$ cat src/rtl/shift_seq_ctrl_if.sv
// Request/result bundle between a requester and the multi-cycle shifter.
// The requester presents an operand, amount and direction with start; the
// shifter answers with busy/done and the working result register.
interface shift_seq_ctrl_if #(
  parameter int WIDTH = 4,
  parameter int CNT_W = 3
);
  logic             start;
  logic [WIDTH-1:0] din;
  logic [CNT_W-1:0] amt;
  logic             dir;
  logic             busy;
  logic             done;
  logic [WIDTH-1:0] dout;
  logic             carry;

  modport master (
    output start, din, amt, dir,
    input  busy, done, dout, carry
  );

  modport slave (
    input  start, din, amt, dir,
    output busy, done, dout, carry
  );
endinterface

$ cat src/rtl/shift_seq_ctrl.sv
// Multi-cycle logical shifter: captures a word with start, then applies one
// single-bit zero-fill shift per clock until the captured amount runs out.
// busy/done are decodes of the registered state, so there is no
// combinational path from start to either handshake output.
module shift_seq_ctrl #(
  parameter int WIDTH = 4,
  parameter int CNT_W = 3
) (
  input  logic                 clk,
  input  logic                 rst_n,
  shift_seq_ctrl_if.slave      bus
);

  typedef enum logic [1:0] {
    IDLE  = 2'd0,
    SHIFT = 2'd1,
    DONE  = 2'd2
  } state_t;

  state_t           state;
  state_t           state_next;
  logic [WIDTH-1:0] dout_q;
  logic             carry_q;
  logic [CNT_W-1:0] cnt;
  logic             dir_q;

  // State register; reset can land in any state, including mid-shift.
  always_ff @(posedge clk or negedge rst_n) begin
    if (!rst_n) begin
      state <= IDLE;
    end else begin
      state <= state_next;
    end
  end

  // Next-state logic: amt of zero skips straight to DONE, the last shift
  // (count of one before the edge) moves to DONE, DONE lasts one cycle.
  always_comb begin
    state_next = state;
    case (state)
      IDLE: begin
        if (bus.start) begin
          if (bus.amt == '0) begin
            state_next = DONE;
          end else begin
            state_next = SHIFT;
          end
        end
      end
      SHIFT: begin
        if (cnt == CNT_W'(1)) begin
          state_next = DONE;
        end
      end
      DONE: begin
        state_next = IDLE;
      end
      default: begin
        state_next = IDLE;
      end
    endcase
  end

  // Datapath: capture on an accepted start, one shift per SHIFT cycle, and
  // hold everything otherwise so the result stays readable after done.
  always_ff @(posedge clk or negedge rst_n) begin
    if (!rst_n) begin
      dout_q  <= '0;
      carry_q <= 1'b0;
      cnt     <= '0;
      dir_q   <= 1'b0;
    end else begin
      case (state)
        IDLE: begin
          if (bus.start) begin
            dout_q  <= bus.din;
            carry_q <= 1'b0;
            cnt     <= bus.amt;
            dir_q   <= bus.dir;
          end
        end
        SHIFT: begin
          if (dir_q) begin
            dout_q  <= {dout_q[WIDTH-2:0], 1'b0};
            carry_q <= dout_q[WIDTH-1];
          end else begin
            dout_q  <= {1'b0, dout_q[WIDTH-1:1]};
            carry_q <= dout_q[0];
          end
          cnt <= cnt - CNT_W'(1);
        end
        default: begin
        end
      endcase
    end
  end

  assign bus.busy  = (state == SHIFT) || (state == DONE);
  assign bus.done  = (state == DONE);
  assign bus.dout  = dout_q;
  assign bus.carry = carry_q;

endmodule

$ cat src/flat_wrapper.sv
// flat-port wrapper written by rule: the top's interface ports become plain ports
module shift_seq_ctrl_flat 
#(
  parameter int WIDTH = 4,
  parameter int CNT_W = 3
)
  (clk, rst_n, bus_start, bus_din, bus_amt, bus_dir, bus_busy, bus_done, bus_dout, bus_carry);
  shift_seq_ctrl_if #(.WIDTH(WIDTH), .CNT_W(CNT_W)) bus_i ();
  input  logic clk;
  input  logic rst_n;
  input wire logic [$bits(bus_i.start)-1:0] bus_start;
  input wire logic [$bits(bus_i.din)-1:0] bus_din;
  input wire logic [$bits(bus_i.amt)-1:0] bus_amt;
  input wire logic [$bits(bus_i.dir)-1:0] bus_dir;
  output wire logic [$bits(bus_i.busy)-1:0] bus_busy;
  output wire logic [$bits(bus_i.done)-1:0] bus_done;
  output wire logic [$bits(bus_i.dout)-1:0] bus_dout;
  output wire logic [$bits(bus_i.carry)-1:0] bus_carry;
  assign bus_i.start = bus_start;
  assign bus_i.din = bus_din;
  assign bus_i.amt = bus_amt;
  assign bus_i.dir = bus_dir;
  assign bus_busy = bus_i.busy;
  assign bus_done = bus_i.done;
  assign bus_dout = bus_i.dout;
  assign bus_carry = bus_i.carry;
  shift_seq_ctrl #(.WIDTH(WIDTH), .CNT_W(CNT_W)) u_core (.clk(clk), .rst_n(rst_n), .bus(bus_i));
endmodule
$ cat config.mk
export PLATFORM = sky130hd
export DESIGN_NAME = shift_seq_ctrl_flat
export DESIGN_NICKNAME = d
export VERILOG_FILES = /design/src/rtl/shift_seq_ctrl_if.sv /design/src/rtl/shift_seq_ctrl.sv /design/src/flat_wrapper.sv
export SDC_FILE = /design/constraint.sdc
export NUM_CORES = 1
export LEC_CHECK = 0
export ABC_AREA = 1
export CAP_MARGIN = 20
export CORE_MARGIN = 4
export CORE_UTILIZATION = 42
export DETAILED_ROUTE_END_ITERATION = 7
export PLACE_DENSITY_LB_ADDON = 0.2
export SYNTH_ARGS = -nofsm -noshare
export SYNTH_HDL_FRONTEND = slang
export SYNTH_SLANG_ARGS = --single-unit
$ cat constraint.sdc
create_clock -name clk -period 1.3 [get_ports clk]
set_clock_uncertainty 0.2 [all_clocks]
set_input_delay 0.26 -clock clk [delete_from_list [all_inputs] [get_ports clk]]
set_output_delay 0.26 -clock clk [all_outputs]
set_load 0.05 [all_outputs]
==> metrics.txt, run 1 <==
non-filler cells in the finished layout 147; largest net degree at the start of global routing 12; overall routed net length 1680 um; Pre-Repair DR Iteration Count 4; outcome finished, violations left; fmax 634 MHz; Hold Vio Cnt, Final 0; overflow left after global routing 0; share of the synthesized area in the top cell type 40.1%; synthesized cell area 686 um2; post-synth top area cell dfrtp_1; endpoints failing setup 15; R2R depth 7; RD Place Congestion 0.810; Syn. warnings 0; CTS max path bufs 2; Crit-path slowest cell dfrtp_1; Crit Path Max Fanout 2; CP Data Required Time 840 ps; CTS tree built; PnR worst setup slack -277 ps; MaxCap Viol Count 0; end of the critical path bus_busy; Vias 700; cells along the critical path inv_2, ha_4, buf_12; final slew viol count 0; Worst EP arrival 1120 ps; flops & latches, synth 11; most frequent cells in the layout nand2_1, inv_1, clkdlybuf4s50_1, buf_4, dfrtp_1; pre-CTS setup slack -202 ps; critical path launch point type flip-flop; Antenna Violating Nets Remaining 0; R2R Path End u_core.bus.dout[2]; Critical Path Source u_core.state[0]; violated checks setup timing; Crit. End Element primary output; die area 2340 um2; Residual DRC 0; initial DRC count 27; synth top area cells dfrtp_1, nand2_1, ha_1, inv_1, nand3_1; number of global-route vias before repair 680; Clock Latency Late Sink 260 ps; cell area power density 2770 nW/um2; placed cells 135; Leak Pwr 0.000589 uW; r2r setup slk -220 ps; nets 148; Final period util 121%; Root Driver clkbuf_4; DR vias/cell 4.76; initial antenna violation count 0; number of core rows 14; Max transition margin 82.8%; Max IR drop VDD 1.85 mV; post-synthesis cell count 97; Hold Path Class in2async; num ports 18; Util after Layout 77.8%; Crit Reg-Reg Startpoint u_core.state[1]; PortBufs 17; Num CTS Buffers 3; CTS H-tree lvls 1; critical path depth 3; Syn Area/Cell 7.07 um2; first-pass GRT wire length 2930 um; diodes inserted 0; Num Clock Sinks 11; Layout area overhead 73.0%; Sum Neg Setup Slack -2070 ps; Clock Pin Slew Worst Setup and Hold Paths 70 ps; Final min period 1580 ps; Post-CTS Hold Buffers 0; Worst Path Buf+Inv 2; Synth Net Count 113; die height 48.4 um; crit-path max cell delay 390 ps; core box area 1520 um2; gr usage total 15.7%; wire length per cell 11.4 um; effective utilization at floorplan 45.0%; unrepaired setup endpoints after global routing yes; share of post-route cells with drive strength above 1 35.9%; HPWL Detailed 1170 um; commonest non-fill, non-tap cell in the layout nand2_1; CP Class reg2out; Netlist cell types 15; sequential share of the synthesized area 40.1%; Slew @ Worst Pin 257 ps; delay-heaviest family, CP flip-flops; overall die width 48.4 um
cell type report:
cell class                      instances  area, um2
Tap cell                               16       20.0
Inverter                               14       57.6
Timing Repair Buffer                   30        349
Fill cell                              97        338
Timing Repair inverter                  1       3.75
Clock buffer                            4       26.3
Sequential cell                        11        278
Multi-Input combinational cell         71        452
repair_timing:
item | 4_1_cts | 5_1_grt
setup buffers | 6 | 1
setup endpoints to repair | 17 | 18
gates cloned | 1 | 0
pin swaps | 8 | 5
resized for setup | 17 | 6
cells by family after synthesis:
group / Yosys count / synth area share [%]
and+or+nand+nor: 55 / 32.3
buffers and inverters: 15 / 8.76
DFF: 11 / 40.1
AOI/OAI and AO/OA: 10 / 8.39
adders and majority gates: 5 / 9.12
xor gates and xnor gates: 1 / 1.28
cells in the mapped netlist:
cell,number
ha_1,5
o21ai_0,6
xnor2_1,1
nand2_2,2
inv_1,13
o21ai_2,1
dfrtp_1,11
inv_2,1
a21oi_1,2
nand2_1,38
nor2_1,8
buf_4,1
nand3_1,6
nor2_2,1
a21oi_2,1
where the power goes:
group	switching, uW	internal, uW	total [uW]
registers	150	512	662
logic	1280	1110	2390
clock network	109	119	228
stage by stage:
stage | hold WS, ps | total power (uW) | cell area (um2)
after floorplan | -236 | 1920 | 734
after global routing | 74.1 | 3530 | 1190
after detailed placement | 331 | 2660 | 1030
after CTS | 78.6 | 3200 | 1150
after global placement | 312 | 2630 | 1030
final | 81.0 | 3280 | 1190
registers in the layout, indices dropped and copies added, names as in the netlist:
name / cells
u_core.bus.dout: 4
u_core.cnt: 3
u_core.state: 2
u_core.bus.carry: 1
u_core.dir_q: 1
worst min path at each step:
stage	from	endpoint	slack, ps
2_1_floorplan	rst_n	u_core.bus.carry	-240
3_3_place_gp	u_core.cnt[2]	u_core.cnt[2]	310
3_5_place_dp	u_core.cnt[2]	u_core.cnt[2]	330
4_1_cts	rst_n	u_core.cnt[0]	80
5_1_grt	rst_n	u_core.cnt[0]	70
6_report	rst_n	u_core.cnt[0]	80
worst reg2reg max path, stage by stage, from the launching register on:
cell and delay (ps):
dfrtp_1 400, inv_2 90, buf_4 110, ha_4 160, inv_6 60, o21ai_4 230
nor2_1 80, a21oi_2 110
per-layer routing:
layer,up-vias,track usage [%],wire [um],part of all wire (%)
li1,368,-,-,-
met1,312,21.4,761,45
met2,18,21.7,783,47
met5,-,0,0,0
met3,2,7.67,122,7.3
met4,0,4.61,10,0.60
No activity file was read; power rests on OpenSTA's default activity.
==> run 2: changes to the inputs <==
--- a/config.mk
+++ b/config.mk
@@ -8,7 +8,7 @@
 export ABC_AREA = 1
 export CAP_MARGIN = 20
 export CORE_MARGIN = 4
-export CORE_UTILIZATION = 42
+export CORE_UTILIZATION = 32
 export DETAILED_ROUTE_END_ITERATION = 7
 export PLACE_DENSITY_LB_ADDON = 0.2
 export SYNTH_ARGS = -nofsm -noshare
==> run 2 against run 1 <==
The flow still finishes with violations (setup timing). Global-route usage fell by 4.1 points. Hold slack improved by 11 ps. Fmax is essentially flat. Critical endpoint unchanged. Highest routed layer unchanged.
==> metrics.txt, run 2 (same netlist as run 1, synthesis figures left out) <==
cells along the critical path inv_2, ha_4, buf_12 (unchanged); overall die width 54.3 um (was 48.4 um); Layout area overhead 72.6% (was 73.0%); number of core rows 16 (was 14); outcome finished, violations left (unchanged); number of global-route vias before repair 566 (was 680); Antenna Violating Nets Remaining 0 (unchanged); diodes inserted 0 (unchanged); unrepaired setup endpoints after global routing yes (unchanged); CP Data Required Time 840 ps (about the same); Critical Path Source u_core.state[0] (unchanged); fill count 185 (was 97); Num Clock Sinks 11 (unchanged); Final min period 1580 ps (about the same); overflow left after global routing 0 (unchanged); Hold Vio Cnt, Final 0 (unchanged); Hold Path Class in2async (unchanged); P_int 1720 uW (was 1740 uW); CTS max path bufs 2 (unchanged); Vias 675 (was 700); Max transition margin 82.7% (was 82.8%); Residual DRC 0 (unchanged); Psw 1530 uW (was 1540 uW); initial DRC count 17 (was 27); final slew viol count 0 (unchanged); CTS H-tree lvls 1 (unchanged); Slew @ Worst Pin 259 ps (was 257 ps); cell area power density 2750 nW/um2 (was 2770 nW/um2); delay-heaviest family, CP flip-flops (unchanged); critical path launch point type flip-flop (unchanged); RD Place Congestion 0.831 (was 0.810); Leak Pwr 0.000576 uW (was 0.000589 uW); share of post-route cells with drive strength above 1 37.0% (was 35.9%); HPWL Detailed 1250 um (was 1170 um); initial antenna violation count 0 (unchanged); Clk pwr share 7.0% (was 6.9%); Crit-path slowest cell dfrtp_1 (unchanged); DR vias/cell 4.38 (was 4.76); most frequent cells in the layout nand2_1, clkdlybuf4s50_1, inv_1, dfrtp_1, buf_12 (was nand2_1, inv_1, clkdlybuf4s50_1, buf_4, dfrtp_1); first-pass GRT wire length 2360 um (was 2930 um); Worst EP arrival 1120 ps (about the same); Crit Reg-Reg Startpoint u_core.state[0] (was u_core.state[1]); Num CTS Buffers 3 (unchanged); Sw Share 47.0% (was 46.9%); Clock Latency Late Sink 260 ps (about the same); Register Area 278 um2 (unchanged); Multi-input gate area 452 um2 (unchanged); wire length per cell 10.9 um (was 11.4 um); MaxCap Viol Count 0 (unchanged); Worst Path Buf+Inv 2 (unchanged); num ports 18 (unchanged); die height 54.3 um (was 48.4 um); Flop pwr share 20.4% (was 20.2%); PnR worst setup slack -276 ps (was -277 ps); Largest register FFs 4 (unchanged); commonest non-fill, non-tap cell in the layout nand2_1 (unchanged); die area 2950 um2 (was 2340 um2); CTS tree built (unchanged); PortBufs 17 (unchanged); Crit. End Element primary output (unchanged); fmax 635 MHz (was 634 MHz); Combinational Power Share 72.5% (was 72.9%); Post-CTS Hold Buffers 0 (unchanged); overall routed net length 1680 um (about the same); effective utilization at floorplan 34.3% (was 45.0%); Pre-Repair DR Iteration Count 3 (was 4); core box area 2000 um2 (was 1520 um2); Clock Pin Slew Worst Setup and Hold Paths 70 ps (about the same); violated checks setup timing (unchanged); Pwr Total 3250 uW (was 3280 uW); largest net degree at the start of global routing 12 (unchanged); nets 144 (was 148); pre-CTS setup slack -199 ps (was -202 ps); Crit Path Max Fanout 2 (unchanged); Root Driver clkbuf_4 (unchanged); Max IR drop VDD 1.70 mV (was 1.85 mV); gr usage total 11.6% (was 15.7%); endpoints failing setup 14 (was 15); Final period util 121% (about the same); CP Class reg2out (unchanged); crit-path max cell delay 390 ps (about the same)
-- run 2: power groups by stage --
stage | registers [uW] | logic (uW) | clock network, uW
2_1_floorplan | 869 | 1050 | 0
3_3_place_gp | 685 | 1920 | 0
3_5_place_dp | 689 | 1940 | 0
4_1_cts | 663 | 2090 | 237
5_1_grt | 679 | 2530 | 257
6_report | 665 | 2360 | 229
-- run 2: cell type report --
type | instances | share of cell area (%)
inverters | 14 | 5.07
clock buffers | 4 | 2.22
repair buffers | 27 | 28.2
well taps | 27 | 2.85
multi-input cells | 71 | 38.2
flip-flops and latches | 11 | 23.5
-- run 2: worst register-to-register path: cells and delay by family, from the launching register on --
| kind | cells | cell delay [ps] |
|---|---|---|
| buffers and inverters | 4 | 440 |
| DFF | 1 | 410 |
| and+or+nand+nor | 2 | 110 |
| AOI/OAI and AO/OA | 2 | 140 |
| adders and majority gates | 1 | 190 |
-- run 2: what timing repair did --
action / in CTS / in global routing
cloned: 0 / 0
setup buffers: 4 / 2
gates resized for setup: 5 / 26
pin swaps: 3 / 3
setup endpoints to repair: 18 / 18
-- run 2: metrics by stage --
step,std cells,instance area [um2],hold slack (ps),util (%),TNS (ps)
6_report,154,1180,92.2,59.1,-2430
5_1_grt,154,1180,81.0,59.1,-3280
4_1_cts,152,1100,92.5,54.8,-1600
3_5_place_dp,144,1030,327,51.3,-1480
3_3_place_gp,144,1030,324,51.3,-1330
2_1_floorplan,97,734,-236,-,-50.4
-- run 2: path summary, 6_finish.rpt --
kind / to / slack [ps] / cells past startpoint
setup / recovery: bus_busy / -280 / 3
hold / removal: u_core.cnt[0] / 90 / 2
setup reg to reg: u_core.cnt[0] / -240 / 9
hold reg to reg: u_core.bus.dout[1] / 350 / 2
max in group asynchronous: u_core.bus.dout[2] / 650 / 2
min in group clk: u_core.bus.dout[1] / 350 / 2
-- run 2: metal layers --
metal  vias up  GRT usage [%]  wire length [um]
met4         0           2.49                13
met1       307           14.2               758
met2        10           18.3               825
li1        356              -                 -
met5         -              0                 0
met3         2           5.72                79
==> run 3: changes to the inputs <==
--- a/config.mk
+++ b/config.mk
@@ -14,3 +14,4 @@
 export SYNTH_ARGS = -nofsm -noshare
 export SYNTH_HDL_FRONTEND = slang
 export SYNTH_SLANG_ARGS = --single-unit
+export TNS_END_PERCENT = 10
==> run 3 against run 2 <==
The flow still finishes with violations (setup timing). Clock power barely moved. Core utilization shrank 3.4 points. Wire length fell by 2.8%. Register-to-register slack improved by 70 ps. Clock-buffer cell count did not move. Critical endpoint is now bus_done. Largest cell class unchanged. Highest routed layer unchanged.
==> metrics.txt, run 3 (same netlist as run 1, synthesis figures left out) <==
outcome finished, violations left (unchanged); violated checks setup timing (unchanged); Clk pwr share 7.6% (was 7.0%); nets 143 (was 144); largest net degree at the start of global routing 12 (unchanged); critical path launch point type flip-flop (unchanged); Sw Share 46.9% (was 47.0%); Num Clock Sinks 11 (unchanged); Residual DRC 0 (unchanged); unrepaired setup endpoints after global routing yes (unchanged); Psw 1410 uW (was 1530 uW); P_int 1590 uW (was 1720 uW); first-pass GRT wire length 2860 um (was 2360 um); Layout area overhead 62.8% (was 72.6%); Max transition margin 85.0% (was 82.7%); delay-heaviest family, CP flip-flops (unchanged); Crit-path slowest cell dfrtp_1 (unchanged); HPWL Detailed 1310 um (was 1250 um); cell area power density 2690 nW/um2 (was 2750 nW/um2); Worst EP arrival 1110 ps (was 1120 ps); Vias 679 (was 675); num ports 18 (unchanged); fill count 199 (was 185); number of core rows 16 (unchanged); Met1 Wirelength 679 um (was 758 um); Max IR drop VDD 1.67 mV (was 1.70 mV); Final period util 121% (about the same); core box area 2000 um2 (unchanged); die height 54.3 um (unchanged); Post-CTS Hold Buffers 0 (unchanged); metal2 WL 845 um (was 825 um); Largest register FFs 4 (unchanged); wire length per cell 10.6 um (was 10.9 um); CTS H-tree lvls 1 (unchanged); Flop pwr share 22.7% (was 20.4%); Leak Pwr 0.000554 uW (was 0.000576 uW); die area 2950 um2 (unchanged); CTS tree built (unchanged); met3 WL 91 um (was 79 um); initial antenna violation count 0 (unchanged); overflow left after global routing 0 (unchanged); CP Class reg2out (unchanged); Combinational Power Share 69.6% (was 72.5%); cells along the critical path inv_2, buf_6, ha_4, buf_12 (was inv_2, ha_4, buf_12); Clock Pin Slew Worst Setup and Hold Paths 70 ps (about the same); Pre-Repair DR Iteration Count 4 (was 3); Hold Vio Cnt, Final 0 (unchanged); number of global-route vias before repair 661 (was 566); Crit Path Max Fanout 2 (unchanged); MaxCap Viol Count 0 (unchanged); Register Area 279 um2 (was 278 um2); CP Data Required Time 840 ps (about the same); most frequent cells in the layout nand2_1, inv_1, clkdlybuf4s50_1, buf_4, dfrtp_1 (was nand2_1, clkdlybuf4s50_1, inv_1, dfrtp_1, buf_12); Sum Neg Setup Slack -2120 ps (was -2430 ps); overall die width 54.3 um (unchanged); pre-CTS setup slack -218 ps (was -199 ps); overall routed net length 1630 um (was 1680 um); RD Place Congestion 0.813 (was 0.831); Clock Latency Late Sink 260 ps (about the same); crit-path max cell delay 390 ps (about the same); Crit. End Element primary output (unchanged); fmax 637 MHz (was 635 MHz); Root Driver clkbuf_4 (unchanged); diodes inserted 0 (unchanged); gr usage total 14.0% (was 11.6%); Antenna Violating Nets Remaining 0 (unchanged); Multi-input gate area 410 um2 (was 452 um2); PnR worst setup slack -270 ps (was -276 ps); commonest non-fill, non-tap cell in the layout nand2_1 (unchanged); initial DRC count 11 (was 17); Num CTS Buffers 3 (unchanged); Worst Path Buf+Inv 3 (was 2); Top Metal Used met4 (unchanged); Slew @ Worst Pin 224 ps (was 259 ps); endpoints failing setup 17 (was 14); DR vias/cell 4.44 (was 4.38); final slew viol count 0 (unchanged); CTS max path bufs 2 (unchanged); PortBufs 17 (unchanged); Hold Path Class in2async (unchanged); share of post-route cells with drive strength above 1 31.0% (was 37.0%); effective utilization at floorplan 34.3% (unchanged); Final min period 1570 ps (was 1580 ps)
-- run 3: cell types whose count changed in the layout (fill, tap and decap cells not counted), moves of 3 or more --
cell     change
o21ai_0      +5
nand2_4      -3
o21ai_1      -4
nand2_1      +3
-- run 3: cell type report --
| cell class | count | share of cell area [%] |
|---|---|---|
| Sequential cell | 11 | 25.0 |
| Inverter | 14 | 4.93 |
| Tap cell | 27 | 3.03 |
| Clock buffer | 4 | 2.35 |
| Multi-Input combinational cell | 71 | 36.8 |
| Timing Repair Buffer | 26 | 27.9 |
-- run 3: power by group through the flow --
stage	Combinational, uW	Sequential, uW	Clock [uW]
2_1_floorplan	896	858	0
3_3_place_gp	1870	673	0
3_5_place_dp	1900	677	0
4_1_cts	2060	675	235
5_1_grt	2300	707	264
6_report	2090	682	229
-- run 3: per-stage QoR --
| step | instance area, um2 | power [uW] | utilization [%] | hold slack (ps) | instances |
|---|---|---|---|---|---|
| floorplan | 691 | 1750 | - | -236 | 97 |
| global placement | 1020 | 2540 | 50.8 | 307 | 148 |
| detailed placement | 1020 | 2580 | 50.8 | 302 | 148 |
| CTS | 1100 | 2970 | 54.9 | 92.6 | 153 |
| global route | 1120 | 3270 | 55.8 | 87.1 | 153 |
| finish | 1120 | 3000 | 55.8 | 96.7 | 153 |
-- run 3: path summary, 6_finish.rpt --
kind | start | endpoint | slack, ps | cells after the start
min in group clk | u_core.cnt[2] | u_core.cnt[2] | 330 | 2
min | rst_n | u_core.cnt[0] | 100 | 2
max in group asynchronous | rst_n | u_core.bus.dout[0] | 640 | 2
max reg2reg | u_core.state[0] | u_core.state[1] | -170 | 7
max | u_core.state[0] | bus_done | -270 | 4
min reg2reg | u_core.cnt[2] | u_core.cnt[2] | 330 | 2
-- run 3: per-layer routing --
metal / global-route usage (%) / vias up
met3: 5.18 / 2
li1: - / 357
met2: 24.1 / 9
met4: 3.73 / 0
met1: 16.1 / 311
met5: 0 / -
-- run 3: repair_timing --
action,4_1_cts,5_1_grt
buffers inserted,1,0
gates resized for setup,12,7
pin swaps,1,1
setup endpoints to repair,18,18
-- run 3: worst reg2reg max path: cells and delay by family (launching register included) --
kind / cells / cell delay (ps)
fa+ha+maj: 1 / 200
buf+inv: 2 / 290
flops: 1 / 390
simple gates: 4 / 280
==> RTL edit, RTL diff (config.mk and constraints of run 2) <==
The 3 states of `state_t` get a one-hot encoding in 3 bits.
--- a/src/rtl/shift_seq_ctrl.sv
+++ b/src/rtl/shift_seq_ctrl.sv
@@ -11,10 +11,10 @@
   shift_seq_ctrl_if.slave      bus
 );
 
-  typedef enum logic [1:0] {
-    IDLE  = 2'd0,
-    SHIFT = 2'd1,
-    DONE  = 2'd2
+  typedef enum logic [2:0] {
+    IDLE  = 3'b001,
+    SHIFT = 3'b010,
+    DONE  = 3'b100
   } state_t;
 
   state_t           state;
Formal check against the unedited RTL: no difference found for any inputs over 10 cycles, from zero or initial values and one cycle with rst_n low; not proved beyond that.
==> RTL edit against run 2 <==
The run still ends with negative setup slack left; register-to-register slack worse by 0.04 ns; area after synthesis rose by 7.5%; synthesized cell count is 11% higher; global-route usage grew 2.1 points; worst setup slack lost 0.26 ns; wire length rose by 12%; combinational power decreased by 15%; total power is 6.9% lower; final area grew 5.2%; sequential cell count grew 1; sequential share of layout area increased by 1.1 points; final cell count grew 14%; largest power group unchanged; highest routed layer is now met3.
==> RTL edit: results (changes against run 2) <==
Synth
  – Library cells used by synthesis: 20 (was 15)
  – Largest cells by area after synthesis: dfrtp_1 (37%), nand2_1 (28%), inv_1 (6.1%), nand2_2 (5.1%), dfstp_2 (3.6%) (was dfrtp_1 (40%), nand2_1 (21%), ha_1 (9.1%), inv_1 (7.1%), nand3_1 (4.4%))
  – Top FF cell, synth: dfrtp_1 (unchanged)
  – Post-synthesis sequential area ratio: 40.92% (was 40.15%)
  – Synth top cells by count: nand2_1 (55), inv_1 (12), dfrtp_1 (11), nand2_2 (6), nor2_1 (6) (was nand2_1 (38), inv_1 (13), dfrtp_1 (11), nor2_1 (8))
  – Post-Syn Nets: 121 (was 113)

Clock tree
  – H-tree levels: 1 (unchanged)
  – CTS Root Cell: clkbuf_4 (unchanged)

GRT
  – Vias in the first global route: 762 (was 566)
  – GRT Overall Usage: 13.77% (was 11.62%)
  – Maximum number of pins on one net before global-route repair: 11 (was 12)
  – First-pass GRT wire length: 3387 um (was 2359 um)

Critical path
  – Critical path data arrival time: 1.38 ns (was 1.12 ns)
  – Worst r2r path cells: 6 (was 9)

Place
  – GPL Wtd Cong: 0.7549 (was 0.8313)
  – Dpl hpwl: 1328 um (was 1245 um)
  – Placed cell areas: 1099 um2 (was 1027 um2)

Finish
  – Nets: 162 (was 144)
  – Proportion of layout cells with a drive suffix above 1: 37.84% (was 37.01%)
  – Max FFs per register: 4 (unchanged)

Timing
  – Final setup viols: 18 (was 14)
  – Final setup TNS: -3.996 ns (was -2.430 ns)
  – Max_slew headroom: 82.97% (was 82.66%)
  – Final setup margin: -0.5381 ns (was -0.2760 ns)

Run status
  – Outcome: finished with violations (unchanged)
  – Violated checks: negative setup slack (unchanged)

Pwr
  – Maximum vdd drop: 1.404 mV (was 1.701 mV)
  – Leakage power total: 0.0006755 uW (was 0.0005758 uW)
  – Psw: 1355 uW (was 1527 uW)

Detailed routing
  – Vias/cell: 4.420 (was 4.383)
  – Final wirelength: 1878 um (was 1676 um)
  – Drt pass-1 iters: 4 (was 3)
  – DR iter-0 viols: 21 (was 17)
==> RTL edit: cell types whose count changed in the layout (fill, tap and decap cells not counted), moves of 3 or more <==
cell,change
nand2_4,-4
inv_1,+3
buf_4,+10
nand3_1,-6
nand2_1,+19
nand2_2,+8
o21ai_1,-4
==> RTL edit: path summary, 6_finish.rpt <==
check | startpoint | endpoint | slack [ns]
min in group clk | u_core.cnt[1] | u_core.cnt[1] | 0.29
worst min-delay path | rst_n | u_core.bus.carry | 0.07
worst max-delay path | u_core.state[0] | bus_busy | -0.54
worst max register to register | u_core.state[0] | u_core.cnt[2] | -0.28
worst min register to register | u_core.cnt[1] | u_core.cnt[1] | 0.29
max in group asynchronous | rst_n | u_core.state[0] | 0.60
==> RTL edit: repair_timing <==
item / 4_1_cts / 5_1_grt
setup buffers: 9 / 1
gates resized for setup: 10 / 3
endpoints found under the setup margin: 19 / 19
pin swaps: 18 / 2
cloned: 1 / 0
hold buffers: 0 / 0
==> RTL edit: worst max-delay path, stage by stage (launching register included) <==
cell	delay, ns
dfstp_2	0.57
buf_12	0.11
nor3_4	0.03
or2_4	0.25
buf_12	0.15
==> RTL edit: cell families (layout without fill, tap and decap cells) <==
group                      after synthesis  in the layout  synth area share, %
buffers and inverters                   15             54                8.659
and+or+nand+nor                         76             77                44.65
DFF                                     12             12                40.92
adders and majority gates                2              2                3.395
AOI/OAI and AO/OA                        3              3                2.376
==> RTL edit: routing by layer <==
layer / vias up / share of wire, % / track usage [%]
met3: 0 / 5.2 / 4.872
met1: 360 / 43 / 17.24
met4: 0 / 0 / 2.034
met2: 15 / 52 / 23.21
li1: 403 / - / -
met5: - / 0 / 0
==> RTL edit: cell type report <==
cell class	count	area, um2
well taps	28	35.03
multi-input cells	82	412.9
clock buffers	4	36.28
fillers	218	967.2
repair buffers	36	402.9
inverters	14	52.55
flip-flops and latches	12	305.3
==> RTL edit: power by group through the flow <==
stage	combinational, uW	sequential (uW)	clock (uW)
floorplan	765	934	0
global placement	1680	755	0
detailed placement	1700	754	0
CTS	2030	723	304
global route	2220	752	324
finish	2010	725	293
==> RTL edit: metrics by stage <==
step | hold slack, ns | cells | power, uW | util [%] | setup WS, ns
after floorplan | -0.2356 | 108 | 1699 | - | -0.3940
after global placement | 0.2786 | 163 | 2430 | 49.66 | -0.2392
after detailed placement | 0.2825 | 163 | 2451 | 49.66 | -0.2749
after CTS | 0.06550 | 177 | 3055 | 56.45 | -0.5463
after global routing | 0.07611 | 176 | 3294 | 56.28 | -0.5828
final | 0.07268 | 176 | 3028 | 56.28 | -0.5381
